$ cat src/rtl/alt_mem_ddrx_mm_st_burst_converter.sv
// alt_mem_ddrx_mm_st_burst_converter: Avalon-MM requests to controller command/write/read ST channels
module alt_mem_ddrx_mm_st_burst_converter #(
  parameter int AVL_SIZE_WIDTH     = 3,
  parameter int AVL_ADDR_WIDTH     = 25,
  parameter int AVL_DATA_WIDTH     = 32,
  parameter int LOCAL_ID_WIDTH     = 8,
  parameter int MAX_RD_OUTSTANDING = 16,
  parameter int CFG_MM_ST_CONV_REG = 0,
  localparam int BE_WIDTH = AVL_DATA_WIDTH / 8,
  localparam int OW = $clog2(MAX_RD_OUTSTANDING + 1)
) (
  input  logic                      ctl_clk,
  input  logic                      ctl_reset,
  output logic                      avl_ready,
  input  logic                      avl_read_req,
  input  logic                      avl_write_req,
  input  logic [AVL_SIZE_WIDTH-1:0] avl_size,
  input  logic [AVL_ADDR_WIDTH-1:0] avl_addr,
  input  logic [AVL_DATA_WIDTH-1:0] avl_wdata,
  input  logic [BE_WIDTH-1:0]       avl_be,
  input  logic                      local_priority,
  input  logic                      local_autopch_req,
  output logic                      avl_rdata_valid,
  output logic [AVL_DATA_WIDTH-1:0] avl_rdata,
  output logic                      avl_rdata_error,
  input  logic                      itf_cmd_ready,
  output logic                      itf_cmd_valid,
  output logic                      itf_cmd,
  output logic [AVL_ADDR_WIDTH-1:0] itf_cmd_address,
  output logic [AVL_SIZE_WIDTH-1:0] itf_cmd_burstlen,
  output logic [LOCAL_ID_WIDTH-1:0] itf_cmd_id,
  output logic                      itf_cmd_priority,
  output logic                      itf_cmd_autopercharge,
  input  logic                      itf_wr_data_ready,
  output logic                      itf_wr_data_valid,
  output logic [AVL_DATA_WIDTH-1:0] itf_wr_data,
  output logic [BE_WIDTH-1:0]       itf_wr_data_byte_en,
  output logic                      itf_wr_data_begin,
  output logic                      itf_wr_data_last,
  output logic [LOCAL_ID_WIDTH-1:0] itf_wr_data_id,
  output logic                      itf_rd_data_ready,
  input  logic                      itf_rd_data_valid,
  input  logic [AVL_DATA_WIDTH-1:0] itf_rd_data,
  input  logic                      itf_rd_data_error,
  output logic [OW-1:0]             rd_outstanding,
  output logic                      rd_underflow
);
  localparam int CW = (OW > AVL_SIZE_WIDTH ? OW : AVL_SIZE_WIDTH) + 1;
  typedef enum logic {IDLE, WR_DATA} state_t;
  state_t r_state, w_state_nxt;
  logic [AVL_SIZE_WIDTH-1:0] r_cnt;
  logic [LOCAL_ID_WIDTH-1:0] r_id, r_wr_id;
  logic [AVL_SIZE_WIDTH-1:0] w_eff_size;
  logic [CW-1:0]             w_credit_sum;
  logic w_idle, w_in_wr, w_credit_ok, w_wr_go, w_rd_req, w_rd_go, w_beat, w_rd_dec, w_eff_one;
  assign w_eff_size   = (avl_size == '0) ? AVL_SIZE_WIDTH'(1) : avl_size;
  assign w_eff_one    = w_eff_size == AVL_SIZE_WIDTH'(1);
  assign w_credit_sum = CW'(rd_outstanding) + CW'(w_eff_size);
  assign w_credit_ok  = w_credit_sum <= CW'(MAX_RD_OUTSTANDING);
  assign w_idle       = r_state == IDLE && !ctl_reset;
  assign w_in_wr      = r_state == WR_DATA && !ctl_reset;
  assign w_wr_go      = w_idle && avl_write_req && itf_cmd_ready && itf_wr_data_ready;
  assign w_rd_req     = w_idle && !avl_write_req && avl_read_req && w_credit_ok;
  assign w_rd_go      = w_rd_req && itf_cmd_ready;
  assign w_beat       = w_in_wr && avl_write_req && itf_wr_data_ready;
  assign w_rd_dec     = itf_rd_data_valid && rd_outstanding != '0;
  assign avl_ready             = w_wr_go || w_rd_go || (w_in_wr && itf_wr_data_ready);
  assign itf_cmd_valid         = w_wr_go || w_rd_req;
  assign itf_cmd               = avl_write_req;
  assign itf_cmd_address       = avl_addr;
  assign itf_cmd_burstlen      = w_eff_size;
  assign itf_cmd_id            = r_id;
  assign itf_cmd_priority      = local_priority;
  assign itf_cmd_autopercharge = local_autopch_req;
  assign itf_wr_data_valid     = w_wr_go || (w_in_wr && avl_write_req);
  assign itf_wr_data           = avl_wdata;
  assign itf_wr_data_byte_en   = avl_be;
  assign itf_wr_data_begin     = r_state == IDLE;
  assign itf_wr_data_last      = (r_state == IDLE) ? w_eff_one : r_cnt == AVL_SIZE_WIDTH'(1);
  assign itf_wr_data_id        = (r_state == IDLE) ? r_id : r_wr_id;
  assign itf_rd_data_ready     = 1'b1;
  // Multi-beat writes park in WR_DATA until the last beat is accepted
  always_comb begin
    w_state_nxt = r_state;
    if (r_state == IDLE)
      w_state_nxt = (w_wr_go && !w_eff_one) ? WR_DATA : IDLE;
    else
      w_state_nxt = (w_beat && r_cnt == AVL_SIZE_WIDTH'(1)) ? IDLE : WR_DATA;
  end
  // State, beat counter, command IDs and read credit bookkeeping
  always_ff @(posedge ctl_clk or posedge ctl_reset) begin
    if (ctl_reset) begin
      r_state        <= IDLE;
      r_cnt          <= '0;
      r_id           <= '0;
      r_wr_id        <= '0;
      rd_outstanding <= '0;
      rd_underflow   <= 1'b0;
    end else begin
      r_state <= w_state_nxt;
      if (w_wr_go) r_cnt <= w_eff_size - AVL_SIZE_WIDTH'(1);
      else if (w_beat) r_cnt <= r_cnt - AVL_SIZE_WIDTH'(1);
      if (w_wr_go) r_wr_id <= r_id;
      if (w_wr_go || w_rd_go) r_id <= r_id + LOCAL_ID_WIDTH'(1);
      rd_outstanding <= rd_outstanding + (w_rd_go ? OW'(w_eff_size) : '0) - OW'(w_rd_dec);
      if (itf_rd_data_valid && rd_outstanding == '0) rd_underflow <= 1'b1;
    end
  end
  if (CFG_MM_ST_CONV_REG != 0) begin : g_rd_reg
    // Registered read return: one cycle of latency, never backpressured
    always_ff @(posedge ctl_clk or posedge ctl_reset) begin
      if (ctl_reset) begin
        avl_rdata_valid <= 1'b0;
        avl_rdata       <= '0;
        avl_rdata_error <= 1'b0;
      end else begin
        avl_rdata_valid <= itf_rd_data_valid;
        avl_rdata       <= itf_rd_data;
        avl_rdata_error <= itf_rd_data_error;
      end
    end
  end else begin : g_rd_comb
    assign avl_rdata_valid = itf_rd_data_valid;
    assign avl_rdata       = itf_rd_data;
    assign avl_rdata_error = itf_rd_data_error;
  end
endmodule

$ cat config.mk
export PLATFORM = sky130hd
export DESIGN_NAME = alt_mem_ddrx_mm_st_burst_converter
export DESIGN_NICKNAME = d
export VERILOG_FILES = /design/src/rtl/alt_mem_ddrx_mm_st_burst_converter.sv
export SDC_FILE = /design/constraint.sdc
export NUM_CORES = 1
export LEC_CHECK = 0
export ABC_AREA = 1
export BUFFER_PORTS_ARGS = -buffer_cell sky130_fd_sc_hd__buf_2
export CAP_MARGIN = 20
export CORE_ASPECT_RATIO = 1.5
export CORE_MARGIN = 5
export CORE_UTILIZATION = 35
export CTS_CLUSTER_SIZE = 40
export DETAILED_ROUTE_END_ITERATION = 6
export MAX_ROUTING_LAYER = met4
export PLACE_DENSITY = 0.77
export SKIP_LAST_GASP = 1
export SLEW_MARGIN = 0
export SYNTH_ARGS = -nofsm -noshare
export SYNTH_HDL_FRONTEND = slang
export SYNTH_SLANG_ARGS = --single-unit
$ cat constraint.sdc
create_clock -name ctl_clk -period 5.9 [get_ports ctl_clk]
set_clock_uncertainty 0.2 [all_clocks]
set_input_delay 1.18 -clock ctl_clk [delete_from_list [all_inputs] [get_ports ctl_clk]]
set_output_delay 1.18 -clock ctl_clk [all_outputs]
set_load 0.02 [all_outputs]
==> results by group, run 1 <==
STA
  • Hold Vio Cnt, Final: 0
  • Post-route setup TNS: 0 ns
  • Max Clk Rate: 207 MHz
  • Worst Max-Slew Pin Slew: 0.836 ns
  • Fin worst setup slack: 1.06 ns
  • Final setup fails: 0
  • Setup repair after global routing missed its margin: false
  • Final Critical Period: 4.84 ns
  • Worst relative slew slack: 0.442
  • Fin. max-slew vios: 0
  • Final Cycle Share: 0.820

Layout
  • Layout cells sized above 1: 0.204
  • Diodes inserted: 0
  • Most frequent cells in the layout: nand2_1, buf_2, inv_1
  • Area Growth Syn to Fin: -16.2%
  • Nets: 385
  • Leading cell type in the layout, fill and taps excluded: nand2_1
  • Final instance area: 2090 um^2

Synth
  • Post-synthesis cell area: 2490 um^2
  • FF+latch count, synth: 26
  • Post-Synthesis Cells: 321
  • YS warnings: 0
  • Post-Syn Area per Cell: 7.77 um^2
  • Synth unique cells: 31
  • Synthesized Nets: 445
  • Register area share after synthesis: 0.261

GRT
  • Largest net degree at the start of global routing: 38
  • Gr usage total: 0.145
  • First-pass GRT wire length: 9500 um
  • Vias in the first global route: 1673
  • Initial antenna violation count: 0
  • Total grt overflow: 0

Power and ir drop
  • Power share of the sequential group: 0.331
  • Gate power share: 0.511
  • Pint: 517 uW
  • Clock Power Share: 0.158
  • VDD IR max: 0.237 mV
  • Pwr Density: 457 nW/um^2
  • Switching power: 439 uW
  • Net Sw Frac: 0.459
  • Leakage: 0.00114 uW

Clocking
  • Cts repair resizes: 0
  • CTS HTree Levels: 1
  • Cts bufs inserted: 3
  • Clk_lat worst skew: 0.28 ns
  • CTS tree: done
  • Clock-pin slew on the worst setup and hold paths: 0.10 ns
  • CTS root buf: clkbuf_8
  • Post-CTS setup repair buffer count: 0
  • Bufs on Longest Clock Path: 2
  • Hold buffer count at CTS: 0
  • CTS sink cnt: 26

Hold path
  • Hold Path Class: reg2reg

Routing
  • WL final: 6590 um
  • Routed via count: 1729
  • # DRC: 0
  • Post-DR vias/cell: 5.12
  • 1st-pass router iterations: 4
  • DR iter-0 viols: 41
  • Drt wl/cell: 19.5 um
  • DRT antenna net count: 0

Floorplanning
  • Core ar.: 6900 um^2
  • I/O Pins: 235
  • Die Y: 113 um
  • Die area: 8950 um^2
  • Die span in x: 78.9 um
  • # rows: 37
  • Initial core utilization: 0.362

Setup path
  • Crit-path cells: buf_2 > inv_1 > a21oi_1 > inv_1 > ha_1 > fa_1 > or2_4 > nor2_1 > nand3_1 > nand2_1 > nand3_2 > nand3_1 > buf_2
  • WP data arrival: 3.46 ns
  • Worst path slowest cell: fa_1
  • Kind of critical path: in2out
  • CP bufs+invs: 4
  • CP startpoint kind: primary input
  • CP max stage delay: 0.43 ns
  • Top delay family on crit path: simple AND/OR/NAND/NOR gates
  • Critical Path RT: 4.52 ns
  • Worst-path maximum fanout: 11
  • Crit. End Element: output pin

Placed design
  • Pre-CTS WS: 0.943 ns
  • Placed Area: 2020 um^2
  • Port buffer count: 41
  • DP HPWL: 5520 um
  • Placer Congestion: 0.849

Run
  • Max-cap violation count: 0

Run status
  • Status: finished, final reports clean
==> cell usage after synthesis <==
cell type	count	area [um^2]
buf_4	100	751
nand2_1	55	206
inv_1	32	120
dfrtp_1	26	651
nand3_1	23	115
o21ai_0	22	110
ha_1	16	200
xor2_1	8	70.1
a21oi_1	5	25.0
clkbuf_1	5	18.8
nor2_1	4	15.0
xnor2_1	3	26.3
a21o_1	2	15.0
fa_1	2	40.0
o31ai_1	2	15.0
a31oi_1	1	6.26
and3_1	1	6.26
buf_2	1	5.00
buf_6	1	11.3
conb_1	1	3.75
inv_2	1	3.75
nand2_2	1	6.26
nand3_2	1	10.0
nand3b_1	1	7.51
nand4_1	1	6.26
nand4_2	1	12.5
nor2_2	1	6.26
nor3_1	1	5.00
nor3_2	1	10.0
o211ai_1	1	7.51
or2_4	1	8.76
==> power groups by stage <==
| stage | clock network, uW | registers (uW) | logic (uW) |
|---|---|---|---|
| 2_1_floorplan | 0 | 323 | 427 |
| 3_3_place_gp | 0 | 315 | 474 |
| 3_5_place_dp | 0 | 317 | 495 |
| 4_1_cts | 152 | 314 | 498 |
| 5_1_grt | 161 | 326 | 548 |
| 6_report | 151 | 316 | 488 |
==> sequential cells by signal (all words and copies together), names as in the netlist <==
name / flops
itf_cmd_id: 8
r_cnt: 3
r_state: 1
r_wr_id: 8
rd_outstanding: 5
rd_underflow: 1
==> routing by layer <==
layer  global-route usage  vias up  wire, um
met1                0.119      773      1860
met3               0.0608       70       862
met4                0.138        0       671
met5                    -        -         0
met2                0.238       99      3190
li1                     -      787         -
==> per-stage QoR <==
stage	cells	hold WS [ns]	utilization	total power (uW)
floorplan	321	0.253	-	750
global placement	334	0.239	0.293	789
detailed placement	334	0.245	0.293	813
CTS	338	0.267	0.303	964
global route	338	0.294	0.303	1030
finish	338	0.263	0.303	955
==> layout make-up <==
cell class,count,area [um^2]
fillers,717,4810
multi-input cells,155,935
clock inverters,1,30.0
clock buffers,3,41.3
inverters,33,124
flip-flops and latches,26,651
well taps,78,97.6
repair buffers,42,213
==> worst paths after layout <==
check	start	endpoint	slack, ns	cells after the start
min in group asynchronous	ctl_reset	r_cnt[2]	0.77	3
max reg2reg	rd_outstanding[0]	rd_outstanding[4]	2.22	16
max in group asynchronous	ctl_reset	itf_cmd_id[4]	4.46	3
min	rd_underflow	rd_underflow	0.26	1
min reg2reg	rd_underflow	rd_underflow	0.26	1
max	avl_size[1]	avl_ready	1.06	13
==> cells by family (layout without fill, tap and decap cells) <==
| family | after synthesis | in the layout | synth area share |
|---|---|---|---|
| AOI/OAI and AO/OA | 33 | 33 | 0.0717 |
| adders and majority gates | 18 | 18 | 0.0963 |
| DFF | 26 | 26 | 0.261 |
| xor gates and xnor gates | 11 | 11 | 0.0386 |
| buffers and inverters | 140 | 79 | 0.365 |
| and+or+nand+nor | 92 | 92 | 0.167 |
| other | 1 | 1 | 0.00150 |
(Power assumes the default switching activity.)
==> inputs of run 2 (changes only) <==
- clock period: 5.9 -> 5 ns (I/O delays scaled with it)
==> results by group, run 2 (same netlist as run 1, synthesis figures left out) <==
Run status
  • Status: finished, final reports clean

Floorplanning
  • Core ar.: 6900 um^2
  • # rows: 37
  • I/O Pins: 235
  • Die area: 8950 um^2
  • Die Y: 113 um
  • Die span in x: 78.9 um
  • Initial core utilization: 0.362

Setup path
  • CP startpoint kind: primary input
  • WP data arrival: 3.25 ns
  • Crit-path cells: buf_2 > inv_1 > a21oi_1 > inv_1 > ha_1 > fa_1 > or2_4 > nor2_1 > nand3_1 > nand2_1 > nand3_2 > nand3_1 > buf_2
  • CP max stage delay: 0.43 ns
  • CP bufs+invs: 4
  • Critical Path RT: 3.80 ns
  • Kind of critical path: in2out
  • Worst-path maximum fanout: 11
  • Top delay family on crit path: simple AND/OR/NAND/NOR gates
  • WP depth: 13
  • Worst R2R Path Depth: 16
  • Worst r2r src: rd_outstanding[0]
  • Reg-to-Reg End: rd_outstanding[4]
  • Crit. End Element: output pin
  • Worst path slowest cell: fa_1
  • Worst R2R Setup Slack: 1.36 ns

Routing
  • DR iter-0 viols: 50
  • WL final: 6520 um
  • 1st-pass router iterations: 4
  • Post-DR vias/cell: 5.08
  • Routed via count: 1722
  • Detailed route wirelength on metal3: 880 um
  • Top Layer Used: met4
  • DRT met1 WL: 1820 um
  • Drt wl/cell: 19.2 um
  • # DRC: 0
  • DRT antenna net count: 0
  • Routed length on met2: 3290 um

GRT
  • Vias in the first global route: 1681
  • Total grt overflow: 0
  • Initial antenna violation count: 0
  • Gr usage total: 0.144
  • Largest net degree at the start of global routing: 30
  • First-pass GRT wire length: 9520 um

Layout
  • Area of the multi-input gates: 935 um^2
  • Area Growth Syn to Fin: -15.9%
  • Leading cell type in the layout, fill and taps excluded: nand2_1
  • Layout cells sized above 1: 0.207
  • Final non-filler cell total: 339
  • Diodes inserted: 0
  • Nets: 386
  • Filler Cells Inserted: 721
  • Util after Layout: 0.304
  • FF+latch area: 651 um^2
  • Most frequent cells in the layout: nand2_1, buf_2, inv_1
  • Final instance area: 2100 um^2

Placed design
  • Placed Area: 2030 um^2
  • Placer Congestion: 0.845
  • Placed cell count: 335
  • DP HPWL: 5560 um
  • Port buffer count: 41

Clocking
  • Cts repair resizes: 0
  • CTS root buf: clkbuf_8
  • Cts bufs inserted: 3
  • Clock-pin slew on the worst setup and hold paths: 0.09 ns
  • CTS sink cnt: 26
  • Clk_lat worst skew: 0.27 ns
  • Bufs on Longest Clock Path: 2
  • CTS tree: done
  • Post-CTS setup repair buffer count: 0
  • Hold buffer count at CTS: 0
  • CTS HTree Levels: 1

Hold path
  • Worst Hold Depth: 1
  • HP Start: rd_underflow
  • Worst hold endpoint: rd_underflow
  • Hold Path Class: reg2reg

STA
  • Fin. max-slew vios: 0
  • Final Critical Period: 4.45 ns
  • Max Clk Rate: 225 MHz
  • Setup repair after global routing missed its margin: false
  • Post-route setup TNS: 0 ns
  • Final Cycle Share: 0.891
  • Hold Vio Cnt, Final: 0
  • Worst Max-Slew Pin Slew: 0.605 ns
  • Final setup fails: 0
  • Worst relative slew slack: 0.597

Power and ir drop
  • Leakage: 0.00115 uW
  • Tot Pwr: 1120 uW
  • VDD IR max: 0.341 mV
  • Pwr Density: 532 nW/um^2

Run
  • Max-cap violation count: 0
-- run 2: per-stage QoR --
stage / setup slack [ns] / hold WS, ns
global placement: 0.442 / 0.240
detailed placement: 0.274 / 0.243
finish: 0.547 / 0.260
global route: 0.250 / 0.281
CTS: 0.534 / 0.266
floorplan: 0.654 / 0.253
-- run 2: how the worst max path moves through the flow --
stage / start / to / slack (ns)
2_1_floorplan: avl_size[1] / rd_outstanding[4] / 0.65
4_1_cts: avl_size[1] / avl_ready / 0.53
3_3_place_gp: avl_size[1] / rd_outstanding[4] / 0.44
6_report: avl_size[1] / avl_ready / 0.55
3_5_place_dp: avl_size[1] / rd_outstanding[4] / 0.27
5_1_grt: avl_size[1] / rd_outstanding[4] / 0.25
-- run 2: power by group --
part / switching (uW) / internal [uW]
Sequential: 91.9 / 277
Clock: 67.7 / 107
Combinational: 350 / 223
Total: 509 / 608
-- run 2: final cells by class --
class                   instances  share of cell area
multi-input cells             155               0.445
flip-flops and latches         26               0.310
repair buffers                 43               0.105
inverters                      33              0.0590
well taps                      78              0.0465
clock buffers                   3              0.0197
clock inverters                 1              0.0143
-- run 2: metal layers --
| layer | GRT usage | up-vias |
|---|---|---|
| met5 | - | - |
| met1 | 0.120 | 772 |
| met3 | 0.0616 | 62 |
| met2 | 0.243 | 98 |
| met4 | 0.116 | 0 |
| li1 | - | 790 |
